--- config.mk ---
export PLATFORM = sky130hd
export DESIGN_NAME = lfsr_input_loader_flat
export DESIGN_NICKNAME = d
export VERILOG_FILES = /design/src/rtl/lfsr_pkg.sv /design/src/rtl/lfsr_input_loader_if.sv /design/src/rtl/lfsr_input_loader_button_debouncer.sv /design/src/rtl/lfsr_input_loader.sv /design/src/flat_wrapper.sv
export SDC_FILE = /design/constraint.sdc
export NUM_CORES = 1
export LEC_CHECK = 0
export ABC_AREA = 1
export CAP_MARGIN = 10
export CORE_MARGIN = 5
export CORE_UTILIZATION = 41
export CTS_BUF_LIST = sky130_fd_sc_hd__clkbuf_8 sky130_fd_sc_hd__clkbuf_16
export CTS_CLUSTER_DIAMETER = 120
export CTS_CLUSTER_SIZE = 14
export DETAILED_ROUTE_END_ITERATION = 8
export PLACE_DENSITY = 0.64
export SLEW_MARGIN = 20
export SYNTH_ARGS = -nofsm -noshare
export SYNTH_HDL_FRONTEND = slang
export SYNTH_SLANG_ARGS = --single-unit
export TNS_END_PERCENT = 20
--- constraint.sdc ---
create_clock -name clk -period 1.8 [get_ports clk]
set_clock_uncertainty 0.05 [all_clocks]
set_input_delay 0.18 -clock clk [delete_from_list [all_inputs] [get_ports clk]]
set_output_delay 0.18 -clock clk [all_outputs]
set_load 0.05 [all_outputs]
--- src/rtl/lfsr_pkg.sv ---
// Shared definitions for the LFSR front-end loader: state encoding, LED phase codes
// and the default operand width.
package lfsr_pkg;

    localparam int unsigned LFSR_WIDTH = 8;
    localparam int unsigned STATE_W    = 3;
    localparam int unsigned PHASE_W    = 2;

    typedef logic [STATE_W-1:0] state_t;
    typedef logic [PHASE_W-1:0] phase_t;

    localparam state_t ST_LOAD_TAPS  = 3'd0;
    localparam state_t ST_LOAD_SEED  = 3'd1;
    localparam state_t ST_LOAD_COUNT = 3'd2;
    localparam state_t ST_FIRE       = 3'd3;
    localparam state_t ST_RUN        = 3'd4;

    localparam phase_t PH_TAPS  = 2'd0;
    localparam phase_t PH_SEED  = 2'd1;
    localparam phase_t PH_COUNT = 2'd2;
    localparam phase_t PH_RUN   = 2'd3;

    // LED phase shown for a given controller state; FIRE and RUN share one code.
    function automatic phase_t phase_of(input state_t s);
        phase_t p;
        case (s)
            ST_LOAD_TAPS:  p = PH_TAPS;
            ST_LOAD_SEED:  p = PH_SEED;
            ST_LOAD_COUNT: p = PH_COUNT;
            default:       p = PH_RUN;
        endcase
        return p;
    endfunction

endpackage

--- src/rtl/lfsr_input_loader_if.sv ---
// User-facing bundle of the loader: raw button/switches and busy in, captured operands,
// start request and status out.
interface lfsr_input_loader_if #(
    parameter int unsigned WIDTH = lfsr_pkg::LFSR_WIDTH
) ();

    logic                 btn;
    logic [WIDTH-1:0]     sw;
    logic                 busy;
    logic                 start;
    logic [WIDTH-1:0]     taps;
    logic [WIDTH-1:0]     seed;
    logic [WIDTH-1:0]     seq_num;
    lfsr_pkg::phase_t     phase;
    logic                 load_err;

    modport master (
        output btn, sw, busy,
        input  start, taps, seed, seq_num, phase, load_err
    );

    modport slave (
        input  btn, sw, busy,
        output start, taps, seed, seq_num, phase, load_err
    );

endinterface

--- src/rtl/lfsr_input_loader_button_debouncer.sv ---
// Push-button conditioner: 2-FF synchroniser, optional stability counter
// (LOADER_DEBOUNCE_EN) and rising-edge detector producing a one-cycle press.
module button_debouncer #(
    parameter int unsigned DEBOUNCE_CYCLES = 16
) (
    input  logic clk,
    input  logic reset,
    input  logic btn,
    output logic press
);

    logic r_btn_meta;
    logic r_btn_s;
    logic r_btn_clean;
    logic r_btn_clean_d;

    if (DEBOUNCE_CYCLES < 2) begin : g_bad_cfg
        $error("button_debouncer: DEBOUNCE_CYCLES must be at least 2");
    end

    always_ff @(posedge clk or posedge reset) begin
        if (reset) begin
            r_btn_meta <= 1'b0;
            r_btn_s    <= 1'b0;
        end else begin
            r_btn_meta <= btn;
            r_btn_s    <= r_btn_meta;
        end
    end

`ifdef LOADER_DEBOUNCE_EN
    localparam int unsigned        CNT_W    = $clog2(DEBOUNCE_CYCLES);
    localparam logic [CNT_W-1:0]   CNT_LAST = CNT_W'(DEBOUNCE_CYCLES - 1);

    logic [CNT_W-1:0] r_cnt;

    // Accept a new level only after it has disagreed with the clean level long enough.
    always_ff @(posedge clk or posedge reset) begin
        if (reset) begin
            r_cnt       <= '0;
            r_btn_clean <= 1'b0;
        end else if (r_btn_s == r_btn_clean) begin
            r_cnt <= '0;
        end else if (r_cnt == CNT_LAST) begin
            r_cnt       <= '0;
            r_btn_clean <= r_btn_s;
        end else begin
            r_cnt <= r_cnt + CNT_W'(1);
        end
    end
`else
    always_ff @(posedge clk or posedge reset) begin
        if (reset) begin
            r_btn_clean <= 1'b0;
        end else begin
            r_btn_clean <= r_btn_s;
        end
    end
`endif

    always_ff @(posedge clk or posedge reset) begin
        if (reset) begin
            r_btn_clean_d <= 1'b0;
        end else begin
            r_btn_clean_d <= r_btn_clean;
        end
    end

    assign press = r_btn_clean & ~r_btn_clean_d;

endmodule

--- src/rtl/lfsr_input_loader.sv ---
// Front-end loader for the LFSR core: three button-confirmed operand loads, then a
// start/busy handshake. Button debounce counter is enabled by LOADER_DEBOUNCE_EN.
module lfsr_input_loader
    import lfsr_pkg::*;
#(
    parameter int unsigned WIDTH           = LFSR_WIDTH,
    parameter int unsigned DEBOUNCE_CYCLES = 16
) (
    input  logic              clk,
    input  logic              reset,
    lfsr_input_loader_if.slave bus
);

    logic [WIDTH-1:0] r_sw_meta;
    logic [WIDTH-1:0] r_sw_s;
    logic             w_press;

    state_t           r_state;
    state_t           w_next_state;

    logic             w_in_load;
    logic             w_accept;
    logic             w_cap_taps;
    logic             w_cap_seed;
    logic             w_cap_count;
    logic             w_load_err_nxt;
    logic             w_start_nxt;
    phase_t           w_phase_nxt;

    logic [WIDTH-1:0] r_taps;
    logic [WIDTH-1:0] r_seed;
    logic [WIDTH-1:0] r_seq_num;
    logic             r_start;
    logic             r_load_err;
    phase_t           r_phase;

    button_debouncer #(
        .DEBOUNCE_CYCLES (DEBOUNCE_CYCLES)
    ) u_button_debouncer (
        .clk   (clk),
        .reset (reset),
        .btn   (bus.btn),
        .press (w_press)
    );

    always_ff @(posedge clk or posedge reset) begin
        if (reset) begin
            r_sw_meta <= '0;
            r_sw_s    <= '0;
        end else begin
            r_sw_meta <= bus.sw;
            r_sw_s    <= r_sw_meta;
        end
    end

    assign w_in_load = (r_state == ST_LOAD_TAPS) || (r_state == ST_LOAD_SEED) ||
                       (r_state == ST_LOAD_COUNT);
    assign w_accept  = w_press && w_in_load && (r_sw_s != '0);

    always_ff @(posedge clk or posedge reset) begin
        if (reset) begin
            r_state <= ST_LOAD_TAPS;
        end else begin
            r_state <= w_next_state;
        end
    end

    always_comb begin
        w_next_state = r_state;
        case (r_state)
            ST_LOAD_TAPS:  if (w_accept)  w_next_state = ST_LOAD_SEED;
            ST_LOAD_SEED:  if (w_accept)  w_next_state = ST_LOAD_COUNT;
            ST_LOAD_COUNT: if (w_accept)  w_next_state = ST_FIRE;
            ST_FIRE:       if (bus.busy)  w_next_state = ST_RUN;
            ST_RUN:        if (!bus.busy) w_next_state = ST_LOAD_TAPS;
            default:                      w_next_state = ST_LOAD_TAPS;
        endcase
    end

    // Status outputs are registered from the next state so they track the state register.
    always_comb begin
        w_cap_taps     = 1'b0;
        w_cap_seed     = 1'b0;
        w_cap_count    = 1'b0;
        w_load_err_nxt = 1'b0;
        w_start_nxt    = 1'b0;
        w_phase_nxt    = phase_of(w_next_state);
        if (w_accept) begin
            w_cap_taps  = (r_state == ST_LOAD_TAPS);
            w_cap_seed  = (r_state == ST_LOAD_SEED);
            w_cap_count = (r_state == ST_LOAD_COUNT);
        end
        if (w_press && w_in_load && (r_sw_s == '0)) begin
            w_load_err_nxt = 1'b1;
        end
        if (w_next_state == ST_FIRE) begin
            w_start_nxt = 1'b1;
        end
    end

    always_ff @(posedge clk or posedge reset) begin
        if (reset) begin
            r_taps     <= '0;
            r_seed     <= '0;
            r_seq_num  <= '0;
            r_start    <= 1'b0;
            r_load_err <= 1'b0;
            r_phase    <= PH_TAPS;
        end else begin
            if (w_cap_taps)  r_taps    <= r_sw_s;
            if (w_cap_seed)  r_seed    <= r_sw_s;
            if (w_cap_count) r_seq_num <= r_sw_s;
            r_start    <= w_start_nxt;
            r_load_err <= w_load_err_nxt;
            r_phase    <= w_phase_nxt;
        end
    end

    assign bus.start    = r_start;
    assign bus.taps     = r_taps;
    assign bus.seed     = r_seed;
    assign bus.seq_num  = r_seq_num;
    assign bus.phase    = r_phase;
    assign bus.load_err = r_load_err;

endmodule
--- src/flat_wrapper.sv ---
// flat-port wrapper written by rule: the top's interface ports become plain ports
module lfsr_input_loader_flat import lfsr_pkg::*;
#(
    parameter int unsigned WIDTH           = LFSR_WIDTH,
    parameter int unsigned DEBOUNCE_CYCLES = 16
)
  (clk, reset, bus_btn, bus_sw, bus_busy, bus_start, bus_taps, bus_seed, bus_seq_num, bus_phase, bus_load_err);
  lfsr_input_loader_if #(.WIDTH(WIDTH)) bus_i ();
  input  logic clk;
  input  logic reset;
  input wire logic [$bits(bus_i.btn)-1:0] bus_btn;
  input wire logic [$bits(bus_i.sw)-1:0] bus_sw;
  input wire logic [$bits(bus_i.busy)-1:0] bus_busy;
  output wire logic [$bits(bus_i.start)-1:0] bus_start;
  output wire logic [$bits(bus_i.taps)-1:0] bus_taps;
  output wire logic [$bits(bus_i.seed)-1:0] bus_seed;
  output wire logic [$bits(bus_i.seq_num)-1:0] bus_seq_num;
  output wire logic [$bits(bus_i.phase)-1:0] bus_phase;
  output wire logic [$bits(bus_i.load_err)-1:0] bus_load_err;
  assign bus_i.btn = bus_btn;
  assign bus_i.sw = bus_sw;
  assign bus_i.busy = bus_busy;
  assign bus_start = bus_i.start;
  assign bus_taps = bus_i.taps;
  assign bus_seed = bus_i.seed;
  assign bus_seq_num = bus_i.seq_num;
  assign bus_phase = bus_i.phase;
  assign bus_load_err = bus_i.load_err;
  lfsr_input_loader #(.WIDTH(WIDTH), .DEBOUNCE_CYCLES(DEBOUNCE_CYCLES)) u_core (.clk(clk), .reset(reset), .bus(bus_i));
endmodule
==> out/summary.txt, run 1 <==
Fraction of the mapped netlist area in compound gates: 0.112
Most frequent standard cell in the layout excluding fill and tap cells: sky130_fd_sc_hd__dfrtp_1
Residual overflow from global routing: 0
#FFs+latches synth: 51
Wire length per cell: 13.2 µm
Area growth, synth to finish: 28.9%
Routed wire length: 3.37 mm
Die boundary width: 78.5 µm
Die Footprint: 6170 µm²
Achievable Freq: 576 MHz
Final count of pins violating max slew: 0
Crit-path max cell delay: 0.82 ns
XOR/XNOR share of the synthesized area: 0
Number of unique standard cell types used by synthesis: 18
Unrepaired setup endpoints after global routing: no
Total Negative Setup Slacks: 0 ns
Setup violators final: 0
Clock sink count: 51
Quantity of I/O buffers inserted on ports: 39
Area share of the leading cell type in the synthesized netlist: 0.663
Top fanout value on the critical path: 2
Critical Path Sink Type: output pin
Resized cells post-CTS: 0
Site row count: 25
Cell types with the largest area share after synthesis: sky130_fd_sc_hd__dfrtp_1, sky130_fd_sc_hd__o21ai_2, sky130_fd_sc_hd__nand2_1, sky130_fd_sc_hd__nand3_4, sky130_fd_sc_hd__inv_2
Crit path cell chain: clkdlybuf4s50_1
Simple-gate share of the synthesized area: 0.177
Clock latency of the later-clocked register in the worst-skew pair: 0.30 ns
Kind of critical path: flip-flop to output pin
Max VDD drop: 0.980 mV
Leak Pwr: 1.15 nW
Fraction of the mapped netlist area in adder cells: 0
TritonCTS clock tree: built
Worst setup path startpoint: u_core.bus.taps[6]$_DFFE_PP0P_
Global-route wire length before repair: 6.04 mm
Required time worst endpoint: 1.57 ns
DR vias/cell: 4.59
Power density over the cells: 1880 nW/µm²
Period utilization: 0.965
Hold buffers post-CTS: 0
Run status: completed
Number of I/O pins: 40
Proportion of register bits with asynchronous set or reset after synthesis: 1.00
Reported max-cap violation count: 0
Final non-filler cell total: 256
Share of post-route cells with drive strength above 1: 0.302
Number of buffers added for setup after CTS: 0
Cell family with most CP delay: buffers and inverters
Critical path launch point type: flip-flop
Cell count after synthesis: 155
Class of the most critical hold timing path: input port to async pin
Inserted Clock Buffers: 5
GR Util All Layers: 0.128
Routability congestion estimate: 0.785
Clock-pin slew of the registers on the worst-case setup and hold paths: 0.09 ns
Yosys warnings: 0
Maximum number of pins on one net before global-route repair: 52
Number of buffers and inverters on the critical path: 1
Syn_nets: 167
Total via count in the routed design: 1,174
Number of antenna violations at the first check in global routing: 0
Starting utilization of the core area: 0.416
Die Y-Extent: 78.5 µm
Number of DRC violations after detailed routing: 0
Worst slew margin relative to its limit: 0.658
Prevailing post-synth register cell: sky130_fd_sc_hd__dfrtp_1
First drt pass iteration count: 4
Time the final worst path needs with I/O delays and setup: 1.74 ns
Startpoint of the worst register-to-register path: u_core.r_state[2]$_DFF_PP0_
Net count of the finished layout: 213
ANT nets after route: 0
Overall Power: 4.67 mW
Slowest library cell on the worst path: sky130_fd_sc_hd__clkdlybuf4s50_1
Count of flip-flops with a built-in enable after synthesis: 0
Per-instance average area after synthesis: 12.4 µm²
Clock root buffer: sky130_fd_sc_hd__clkbuf_8
Yosys top cell by area: sky130_fd_sc_hd__dfrtp_1
Highest-count cells in the layout ignoring fill and taps: sky130_fd_sc_hd__dfrtp_1, sky130_fd_sc_hd__clkdlybuf4s50_1, sky130_fd_sc_hd__nand2_1, sky130_fd_sc_hd__o21ai_2, sky130_fd_sc_hd__inv_2
Max clock buf depth: 2
Combinational family with the most area after synthesis: simple AND/OR/NAND/NOR gates
Worst Path Arrival: 1.51 ns
Count of endpoints failing hold in the final timing report: 0
Number of antenna diodes: 0
Fraction of synthesized area in multiplexers: 0
Vias in the first global route: 1,275
Floorplan core area: 4630 µm²
Post-synthesis instance area: 1930 µm²
# placed instances: 248
Worst-Margin Slew: 0.512 ns
Count of H-tree levels built during CTS: 2
Sequential element share of the synthesized area: 0.663
Final HPWL DP: 2.48 mm
Number of DRC markers in iteration 0: 64
## tightest hold or removal path, delay by kind of cell
family | cells | cell delay (ns)
buffers and inverters | 3 | 0.73
## cell usage after synthesis, types with 2 or more instances
library cell,count
sky130_fd_sc_hd__dfrtp_1,51
sky130_fd_sc_hd__nand2_1,32
sky130_fd_sc_hd__o21ai_2,24
sky130_fd_sc_hd__inv_2,10
sky130_fd_sc_hd__nor2_1,7
sky130_fd_sc_hd__inv_1,6
sky130_fd_sc_hd__nand2_2,6
sky130_fd_sc_hd__nand3_1,4
sky130_fd_sc_hd__buf_6,3
sky130_fd_sc_hd__nand3_4,3
sky130_fd_sc_hd__nor2_4,2
## layer usage
layer / global-route usage / vias to the layer above / part of all wire
li1: - / 585 / -
met4: 0.0420 / 0 / 0.015
met3: 0.0482 / 6 / 0.055
met1: 0.157 / 551 / 0.42
met5: 0 / - / 0
met2: 0.209 / 32 / 0.50
## cells by family after synthesis
family / count (synthesis)
buffers and inverters: 19
flip-flops: 51
AO/OA/AOI/OAI: 25
AND/OR/NAND/NOR: 60
## state kept, by name, summed over array words and instances (netlist names)
signal / count
u_core.bus.load_err: 1
u_core.bus.phase: 2
u_core.bus.seed: 8
u_core.bus.seq_num: 8
u_core.bus.start: 1
u_core.bus.taps: 8
u_core.r_state: 3
u_core.r_sw_meta: 8
u_core.r_sw_s: 8
u_core.u_button_debouncer.r_btn_clean: 1
u_core.u_button_debouncer.r_btn_clean_d: 1
u_core.u_button_debouncer.r_btn_meta: 1
u_core.u_button_debouncer.r_btn_s: 1
## final timing paths
path	endpoint	slack, ns	cells after the start
worst max register to register	u_core.bus.seq_num[5]$_DFFE_PP0P_	0.27	7
min in group clk	u_core.r_sw_meta[0]$_DFF_PP0_	0.27	1
max in group asynchronous	u_core.bus.taps[3]$_DFFE_PP0P_	1.30	3
worst min register to register	u_core.u_button_debouncer.r_btn_s$_DFF_PP0_	0.29	0
worst max-delay path	bus_taps[6]	0.06	1
worst min-delay path	u_core.bus.seq_num[0]$_DFFE_PP0P_	0.18	3
## through the flow
stage / area [µm²] / util / hold slack, ns / worst slack, ns
floorplan: 1930 / - / 0.161 / 0.340
global placement: 2380 / 0.515 / 0.283 / 0.292
detailed placement: 2380 / 0.515 / 0.287 / 0.274
CTS: 2480 / 0.536 / 0.187 / 0.0596
global route: 2480 / 0.536 / 0.207 / 0.0300
finish: 2480 / 0.536 / 0.180 / 0.0629
## cell type report
type,instances,area [µm²]
Clock buffer,7,96.3
Sequential cell,51,1280
Timing Repair Buffer,42,423
Inverter,16,60.1
Tap cell,54,67.6
Fill cell,413,2150
Clock inverter,1,3.75
Multi-Input combinational cell,85,556
## report_power, final
part | total (mW) | internal [mW] | switching [mW] | leakage, nW
combinational | 2.30 | 0.775 | 1.53 | 0.465
clock | 0.693 | 0.345 | 0.348 | 0.0557
sequential | 1.67 | 1.47 | 0.204 | 0.628
(Power assumes the default switching activity.)
==> run 2: changes to the inputs <==
--- a/config.mk
+++ b/config.mk
@@ -13,6 +13,7 @@
 export CTS_CLUSTER_DIAMETER = 120
 export CTS_CLUSTER_SIZE = 14
 export DETAILED_ROUTE_END_ITERATION = 8
+export DONT_BUFFER_PORTS = 1
 export PLACE_DENSITY = 0.64
 export SLEW_MARGIN = 20
 export SYNTH_ARGS = -nofsm -noshare
==> run 2 against run 1 <==
  * Hold slack worse by 0.16 ns
  * Largest power group is now sequential cells
  * Critical path depth is 6 higher
  * Sequential cell count stayed put
  * Worst setup slack better by 0.23 ns
  * Sequential share of layout area is 6.6 points higher
  * Maximum frequency is 16% higher
==> out/summary.txt, run 2 (synthesis results as in run 1) <==
Run status: completed (unchanged)
Worst Path Arrival: 1.65 ns (was 1.51 ns)
Clock root buffer: sky130_fd_sc_hd__clkbuf_8 (unchanged)
Cell Int Power: 2.19 mW (was 2.59 mW)
Number of DRC violations after detailed routing: 0 (unchanged)
Worst slew margin relative to its limit: 0.647 (was 0.658)
Die boundary width: 78.5 µm (unchanged)
Critical path launch point type: flip-flop (unchanged)
Sequential share of power: 0.631 (was 0.358)
GR Util All Layers: 0.117 (was 0.128)
Resized cells post-CTS: 0 (unchanged)
ANT nets after route: 0 (unchanged)
Setup violators final: 0 (unchanged)
Clock-pin slew of the registers on the worst-case setup and hold paths: 0.08 ns (was 0.09 ns)
Highest-count cells in the layout ignoring fill and taps: sky130_fd_sc_hd__dfrtp_1, sky130_fd_sc_hd__nand2_1, sky130_fd_sc_hd__o21ai_2, sky130_fd_sc_hd__inv_2, sky130_fd_sc_hd__dlygate4sd3_1 (was sky130_fd_sc_hd__dfrtp_1, sky130_fd_sc_hd__clkdlybuf4s50_1, sky130_fd_sc_hd__nand2_1, sky130_fd_sc_hd__o21ai_2, sky130_fd_sc_hd__inv_2)
Worst setup path startpoint: u_core.r_state[2]$_DFF_PP0_ (was u_core.bus.taps[6]$_DFFE_PP0P_)
TritonCTS clock tree: built (unchanged)
Final count of pins violating max slew: 0 (unchanged)
Floorplan core area: 4630 µm² (unchanged)
Most frequent standard cell in the layout excluding fill and tap cells: sky130_fd_sc_hd__dfrtp_1 (unchanged)
Share of post-route cells with drive strength above 1: 0.349 (was 0.302)
Wire length per cell: 14.2 µm (was 13.2 µm)
Startpoint of the worst register-to-register path: u_core.r_state[2]$_DFF_PP0_ (unchanged)
Final HPWL DP: 2.41 mm (was 2.48 mm)
Kind of critical path: flip-flop to flip-flop (was flip-flop to output pin)
Unrepaired setup endpoints after global routing: no (unchanged)
Total via count in the routed design: 1,086 (was 1,174)
Top fanout value on the critical path: 14 (was 2)
Combinational Power Share: 0.188 (was 0.493)
Number of DRC markers in iteration 0: 66 (was 64)
Site row count: 25 (unchanged)
Period utilization: 0.835 (was 0.965)
Count of H-tree levels built during CTS: 2 (unchanged)
Routed wire length: 3.22 mm (was 3.37 mm)
Final non-filler cell total: 226 (was 256)
Switching power: 2.02 mW (was 2.08 mW)
Clock sink count: 51 (unchanged)
Minimum setup slack among reg-to-reg paths: 0.30 ns (was 0.27 ns)
Termination of the worst setup path: u_core.bus.seq_num[1]$_DFFE_PP0P_ (was bus_taps[6])
Critical Path Sink Type: flip-flop (was output pin)
Die Footprint: 6170 µm² (unchanged)
Class of the most critical hold timing path: input port to flip-flop (was input port to async pin)
Count of endpoints failing hold in the final timing report: 0 (unchanged)
Leak Pwr: 1.04 nW (was 1.15 nW)
Clock network fraction of total power: 0.180 (was 0.149)
Core Util, Final: 0.475 (was 0.536)
Inserted Clock Buffers: 5 (unchanged)
Number of antenna diodes: 0 (unchanged)
Starting utilization of the core area: 0.416 (unchanged)
DR vias/cell: 4.81 (was 4.59)
Number of antenna violations at the first check in global routing: 0 (unchanged)
Reported max-cap violation count: 0 (unchanged)
Global-route wire length before repair: 5.40 mm (was 6.04 mm)
Max VDD drop: 0.626 mV (was 0.980 mV)
Time the final worst path needs with I/O delays and setup: 1.50 ns (was 1.74 ns)
First drt pass iteration count: 4 (unchanged)
Net count of the finished layout: 184 (was 213)
R2r worst-path depth: 7 (unchanged)
Clock latency of the later-clocked register in the worst-skew pair: 0.30 ns (about the same)
Switching power share of the total: 0.480 (was 0.445)
Routability congestion estimate: 0.761 (was 0.785)
Quantity of I/O buffers inserted on ports: 0 (was 39)
Power density over the cells: 1920 nW/µm² (was 1880 nW/µm²)
Worst-Margin Slew: 0.528 ns (was 0.512 ns)
Residual overflow from global routing: 0 (unchanged)
Max clock buf depth: 2 (unchanged)
Number of I/O pins: 40 (unchanged)
Total Negative Setup Slacks: 0 ns (unchanged)
Die Y-Extent: 78.5 µm (unchanged)
Maximum number of pins on one net before global-route repair: 29 (was 52)
Required time worst endpoint: 1.94 ns (was 1.57 ns)
End of the worst register-to-register path: u_core.bus.seq_num[1]$_DFFE_PP0P_ (was u_core.bus.seq_num[5]$_DFFE_PP0P_)
Achievable Freq: 665 MHz (was 576 MHz)
# placed instances: 209 (was 248)
Vias in the first global route: 1,083 (was 1,275)
Area growth, synth to finish: 14.3% (was 28.9%)
==> run 2: cell types whose count changed in the layout (fill, tap and decap cells not counted) <==
cell | previous run | this run
sky130_fd_sc_hd__dlygate4sd3_1 | 0 | 10
sky130_fd_sc_hd__inv_1 | 6 | 5
sky130_fd_sc_hd__clkbuf_8 | 7 | 5
sky130_fd_sc_hd__buf_4 | 3 | 2
sky130_fd_sc_hd__bufinv_16 | 0 | 1
sky130_fd_sc_hd__clkdlybuf4s50_1 | 38 | 0
sky130_fd_sc_hd__clkinvlp_4 | 0 | 1
==> run 2: per-layer routing <==
layer | wire length, µm | GRT usage | vias to the layer above
li1 | - | - | 532
met1 | 1330 | 0.141 | 522
met2 | 1600 | 0.180 | 27
met3 | 233 | 0.0539 | 5
met4 | 57 | 0.0472 | 0
met5 | 0 | 0 | -
==> run 2: power by group through the flow <==
stage               Clock (mW)  Sequential [mW]  Combinational, mW
finish                   0.760             2.66              0.794
global route             0.840             2.70              0.902
CTS                      0.782             2.68              0.809
detailed placement           0             2.70              0.791
global placement             0             2.70              0.766
floorplan                    0             2.61              0.694
==> run 2: layout make-up <==
type                       instances  area (µm²)
fill                             414        2430
sequential                        51        1280
multi-input combinational         85         556
timing repair buffer              13         135
clock buffer                       5        68.8
tap                               54        67.6
inverter                          16        60.1
clock inverter                     2        37.5
==> run 2: metrics by stage <==
stage	power [mW]	setup slack, ns	cell area (µm²)	hold slack, ns
floorplan	3.31	0.340	1930	0.161
global placement	3.46	0.336	1990	0.0746
detailed placement	3.49	0.294	1990	0.0853
CTS	4.27	0.281	2200	0.0126
global route	4.45	0.158	2200	0.0381
finish	4.22	0.296	2200	0.0242
==> run 2: worst min-delay path by stage <==
stage,startpoint,to,slack [ns],cells past startpoint
after floorplan,bus_sw[0],u_core.r_sw_meta[0]$_DFF_PP0_,0.16,0
after global placement,reset,u_core.r_sw_s[1]$_DFF_PP0_,0.07,1
after detailed placement,reset,u_core.r_sw_s[1]$_DFF_PP0_,0.09,1
after CTS,bus_busy,u_core.r_state[2]$_DFF_PP0_,0.01,2
after global routing,bus_busy,u_core.r_state[2]$_DFF_PP0_,0.04,2
final,bus_busy,u_core.r_state[2]$_DFF_PP0_,0.02,2
==> run 2: repair_timing <==
action                                  4_1_cts  5_1_grt
buffers inserted                              0        0
endpoints found under the setup margin        0        0
hold buffers                                 10        0
endpoints found under the hold margin        32        0
==> run 2: critical path, stage by stage (launching register included) <==
cell and delay, ns:
sky130_fd_sc_hd__dfrtp_1 0.47, sky130_fd_sc_hd__inv_2 0.11, sky130_fd_sc_hd__nand2_4 0.08, sky130_fd_sc_hd__nor2_8 0.15, sky130_fd_sc_hd__nand3_4 0.20, sky130_fd_sc_hd__buf_4 0.22
sky130_fd_sc_hd__nand2_2 0.06, sky130_fd_sc_hd__o21ai_2 0.06
==> run 3: changes to the inputs <==
==> constraint.sdc (replaced) <==
create_clock -name clk -period 1.4 [get_ports clk]
set_clock_uncertainty 0.05 [all_clocks]
set_input_delay 0.14 -clock clk [delete_from_list [all_inputs] [get_ports clk]]
set_output_delay 0.14 -clock clk [all_outputs]
set_load 0.05 [all_outputs]
==> run 3 against run 2 <==
  * The flow now finishes with violations (setup timing)
  * Global-route usage rose by 0.31 points
  * Critical path depth unchanged
  * Total power rose by 40%
  * Sequential share of layout area fell by 7.6 points
  * Worst setup slack got worse by 0.33 ns
  * Non-clock buffer count is 29 higher
  * Cell count up 13%
  * Hold slack improved by 0.061 ns
  * Design area rose by 15%
  * Critical endpoint is now u_core.bus.seq_num[2]$_DFFE_PP0P_
==> out/summary.txt, run 3 (synthesis results as in run 1) <==
Vias in the first global route: 1,193 (was 1,083)
Highest-count cells in the layout ignoring fill and taps: sky130_fd_sc_hd__dfrtp_1, sky130_fd_sc_hd__buf_4, sky130_fd_sc_hd__o21ai_2, sky130_fd_sc_hd__nand2_1, sky130_fd_sc_hd__nand2_2 (was sky130_fd_sc_hd__dfrtp_1, sky130_fd_sc_hd__nand2_1, sky130_fd_sc_hd__o21ai_2, sky130_fd_sc_hd__inv_2, sky130_fd_sc_hd__dlygate4sd3_1)
Most used cell, CP: sky130_fd_sc_hd__nand2_4
Net count of the finished layout: 214 (was 184)
Reported max-cap violation count: 0 (unchanged)
Clock sink count: 51 (unchanged)
Worst slew margin relative to its limit: 0.630 (was 0.647)
Wire length per cell: 14.6 µm (was 14.2 µm)
Die boundary width: 78.5 µm (unchanged)
Combinational Power Share: 0.380 (was 0.188)
Share of post-route cells with drive strength above 1: 0.535 (was 0.349)
Routed wire length: 3.74 mm (was 3.22 mm)
Class of the most critical hold timing path: input port to flip-flop (unchanged)
Required time worst endpoint: 1.55 ns (was 1.94 ns)
Slowest library cell on the worst path: sky130_fd_sc_hd__dfrtp_1 (unchanged)
ANT nets after route: 0 (unchanged)
Sequential share of power: 0.483 (was 0.631)
Area growth, synth to finish: 31.8% (was 14.3%)
Count of H-tree levels built during CTS: 2 (unchanged)
Clock network fraction of total power: 0.137 (was 0.180)
Number of DRC markers in iteration 0: 76 (was 66)
Residual overflow from global routing: 0 (unchanged)
Critical path launch point type: flip-flop (unchanged)
Final worst setup slack: -0.0345 ns (was 0.296 ns)
DR vias/cell: 4.81 (about the same)
Most frequent standard cell in the layout excluding fill and tap cells: sky130_fd_sc_hd__dfrtp_1 (unchanged)
Number of antenna diodes: 0 (unchanged)
GR Util All Layers: 0.120 (was 0.117)
Switching power: 2.82 mW (was 2.02 mW)
Unrepaired setup endpoints after global routing: yes (was no)
Run status: finished, violations left (was completed)
Clock-pin slew of the registers on the worst-case setup and hold paths: 0.09 ns (was 0.08 ns)
Max VDD drop: 0.747 mV (was 0.626 mV)
Number of I/O pins: 40 (unchanged)
Failing checks: setup timing
Quantity of I/O buffers inserted on ports: 0 (unchanged)
Final instance area: 2540 µm² (was 2200 µm²)
Maximum number of pins on one net before global-route repair: 31 (was 29)
Floorplan core area: 4630 µm² (unchanged)
Cell Int Power: 3.07 mW (was 2.19 mW)
Total via count in the routed design: 1,231 (was 1,086)
Switching power share of the total: 0.478 (was 0.480)
Critical Path Sink Type: flip-flop (unchanged)
Clock latency of the later-clocked register in the worst-skew pair: 0.30 ns (about the same)
Setup violators final: 13 (was 0)
Max clock buf depth: 2 (unchanged)
Die Footprint: 6170 µm² (unchanged)
Period utilization: 1.02 (was 0.835)
Die Y-Extent: 78.5 µm (unchanged)
Number of antenna violations at the first check in global routing: 0 (unchanged)
Achievable Freq: 697 MHz (was 665 MHz)
Top fanout value on the critical path: 8 (was 14)
Number of DRC violations after detailed routing: 0 (unchanged)
Routability congestion estimate: 0.779 (was 0.761)
Leak Pwr: 1.20 nW (was 1.04 nW)
Worst-Margin Slew: 0.555 ns (was 0.528 ns)
Global-route wire length before repair: 5.59 mm (was 5.40 mm)
Core Util, Final: 0.548 (was 0.475)
First drt pass iteration count: 4 (unchanged)
Post-Place Cell Area: 2190 µm² (was 1990 µm²)
Inserted Clock Buffers: 5 (unchanged)
Filler cells: 412 (was 414)
TritonCTS clock tree: built (unchanged)
Time the final worst path needs with I/O delays and setup: 1.43 ns (was 1.50 ns)
Crit-path max cell delay: 0.44 ns (was 0.47 ns)
Final HPWL DP: 2.54 mm (was 2.41 mm)
Site row count: 25 (unchanged)
Clock root buffer: sky130_fd_sc_hd__clkbuf_8 (unchanged)
Power density over the cells: 2320 nW/µm² (was 1920 nW/µm²)
Final count of pins violating max slew: 0 (unchanged)
Kind of critical path: flip-flop to flip-flop (unchanged)
Worst Path Arrival: 1.59 ns (was 1.65 ns)
Starting utilization of the core area: 0.416 (unchanged)
Crit path cell chain: nand2_2 -> nand2_4 -> nor2_8 -> nand3_4 -> buf_12 -> nand2_4 -> o21ai_2 (was inv_2 -> nand2_4 -> nor2_8 -> nand3_4 -> buf_4 -> nand2_2 -> o21ai_2)
Count of endpoints failing hold in the final timing report: 0 (unchanged)
==> run 3: path summary, 6_finish.rpt <==
path | depth (start not counted) | end | slack (ns) | startpoint
setup / recovery | 7 | u_core.bus.seq_num[2]$_DFFE_PP0P_ | -0.03 | u_core.r_state[1]$_DFF_PP0_
hold / removal | 3 | u_core.bus.start$_DFF_PP0_ | 0.09 | bus_busy
setup reg to reg | 7 | u_core.bus.seq_num[2]$_DFFE_PP0P_ | -0.03 | u_core.r_state[1]$_DFF_PP0_
hold reg to reg | 0 | u_core.r_sw_s[6]$_DFF_PP0_ | 0.30 | u_core.r_sw_meta[6]$_DFF_PP0_
max in group asynchronous | 3 | u_core.r_sw_s[3]$_DFF_PP0_ | 0.50 | reset
min in group asynchronous | 2 | u_core.r_sw_meta[0]$_DFF_PP0_ | 0.29 | reset
==> run 3: final cells by class <==
| type | count | area, µm² | share of cell area |
|---|---|---|---|
| multi-input cells | 86 | 647 | 0.255 |
| clock buffers | 5 | 68.8 | 0.0271 |
| repair buffers | 42 | 398 | 0.157 |
| flip-flops and latches | 51 | 1280 | 0.504 |
| clock inverters | 2 | 13.8 | 0.00542 |
| inverters | 16 | 63.8 | 0.0251 |
| well taps | 54 | 67.6 | 0.0266 |
==> run 3: power groups by stage <==
stage	logic, mW	registers [mW]	clock network [mW]
floorplan	0.893	3.36	0
global placement	1.94	2.82	0
detailed placement	2.00	2.83	0
CTS	2.03	2.80	0.829
global route	2.38	2.89	0.916
finish	2.24	2.85	0.806
==> run 3: repair_timing <==
item / 4_1_cts / 5_1_grt
gates cloned: 0 / 2
hold buffers: 11 / 0
buffers inserted: 0 / 5
pin swaps: 0 / 9
endpoints found under the setup margin: 8 / 26
endpoints found under the hold margin: 32 / 0
gates resized for setup: 0 / 26
==> run 3: worst max-delay path: cells and delay by family (launching register included) <==
| family | cells | cell delay (ns) |
|---|---|---|
| flip-flops | 1 | 0.44 |
| AND/OR/NAND/NOR | 5 | 0.59 |
| buffers and inverters | 1 | 0.19 |
| AO/OA/AOI/OAI | 1 | 0.06 |
==> run 3: metrics by stage <==
| step | setup TNS (ns) | hold WS [ns] | power (mW) | setup WS (ns) | std cells |
|---|---|---|---|---|---|
| after floorplan | 0 | 0.121 | 4.25 | 0.0945 | 155 |
| after global placement | 0 | 0.0203 | 4.76 | 0.0327 | 231 |
| after detailed placement | -0.139 | 0.0251 | 4.83 | -0.0418 | 231 |
| after CTS | -0.215 | 0.0502 | 5.66 | -0.0563 | 249 |
| after global routing | -1.22 | 0.0949 | 6.19 | -0.0843 | 256 |
| final | -0.242 | 0.0854 | 5.89 | -0.0345 | 256 |
==> run 3: routing by layer <==
layer  vias up  part of all wire  global-route usage
li1        593                 -                   -
met1       601              0.40               0.142
met2        31              0.53               0.197
met3         6             0.056              0.0470
met4         0             0.014              0.0420
met5         -                 0                   0
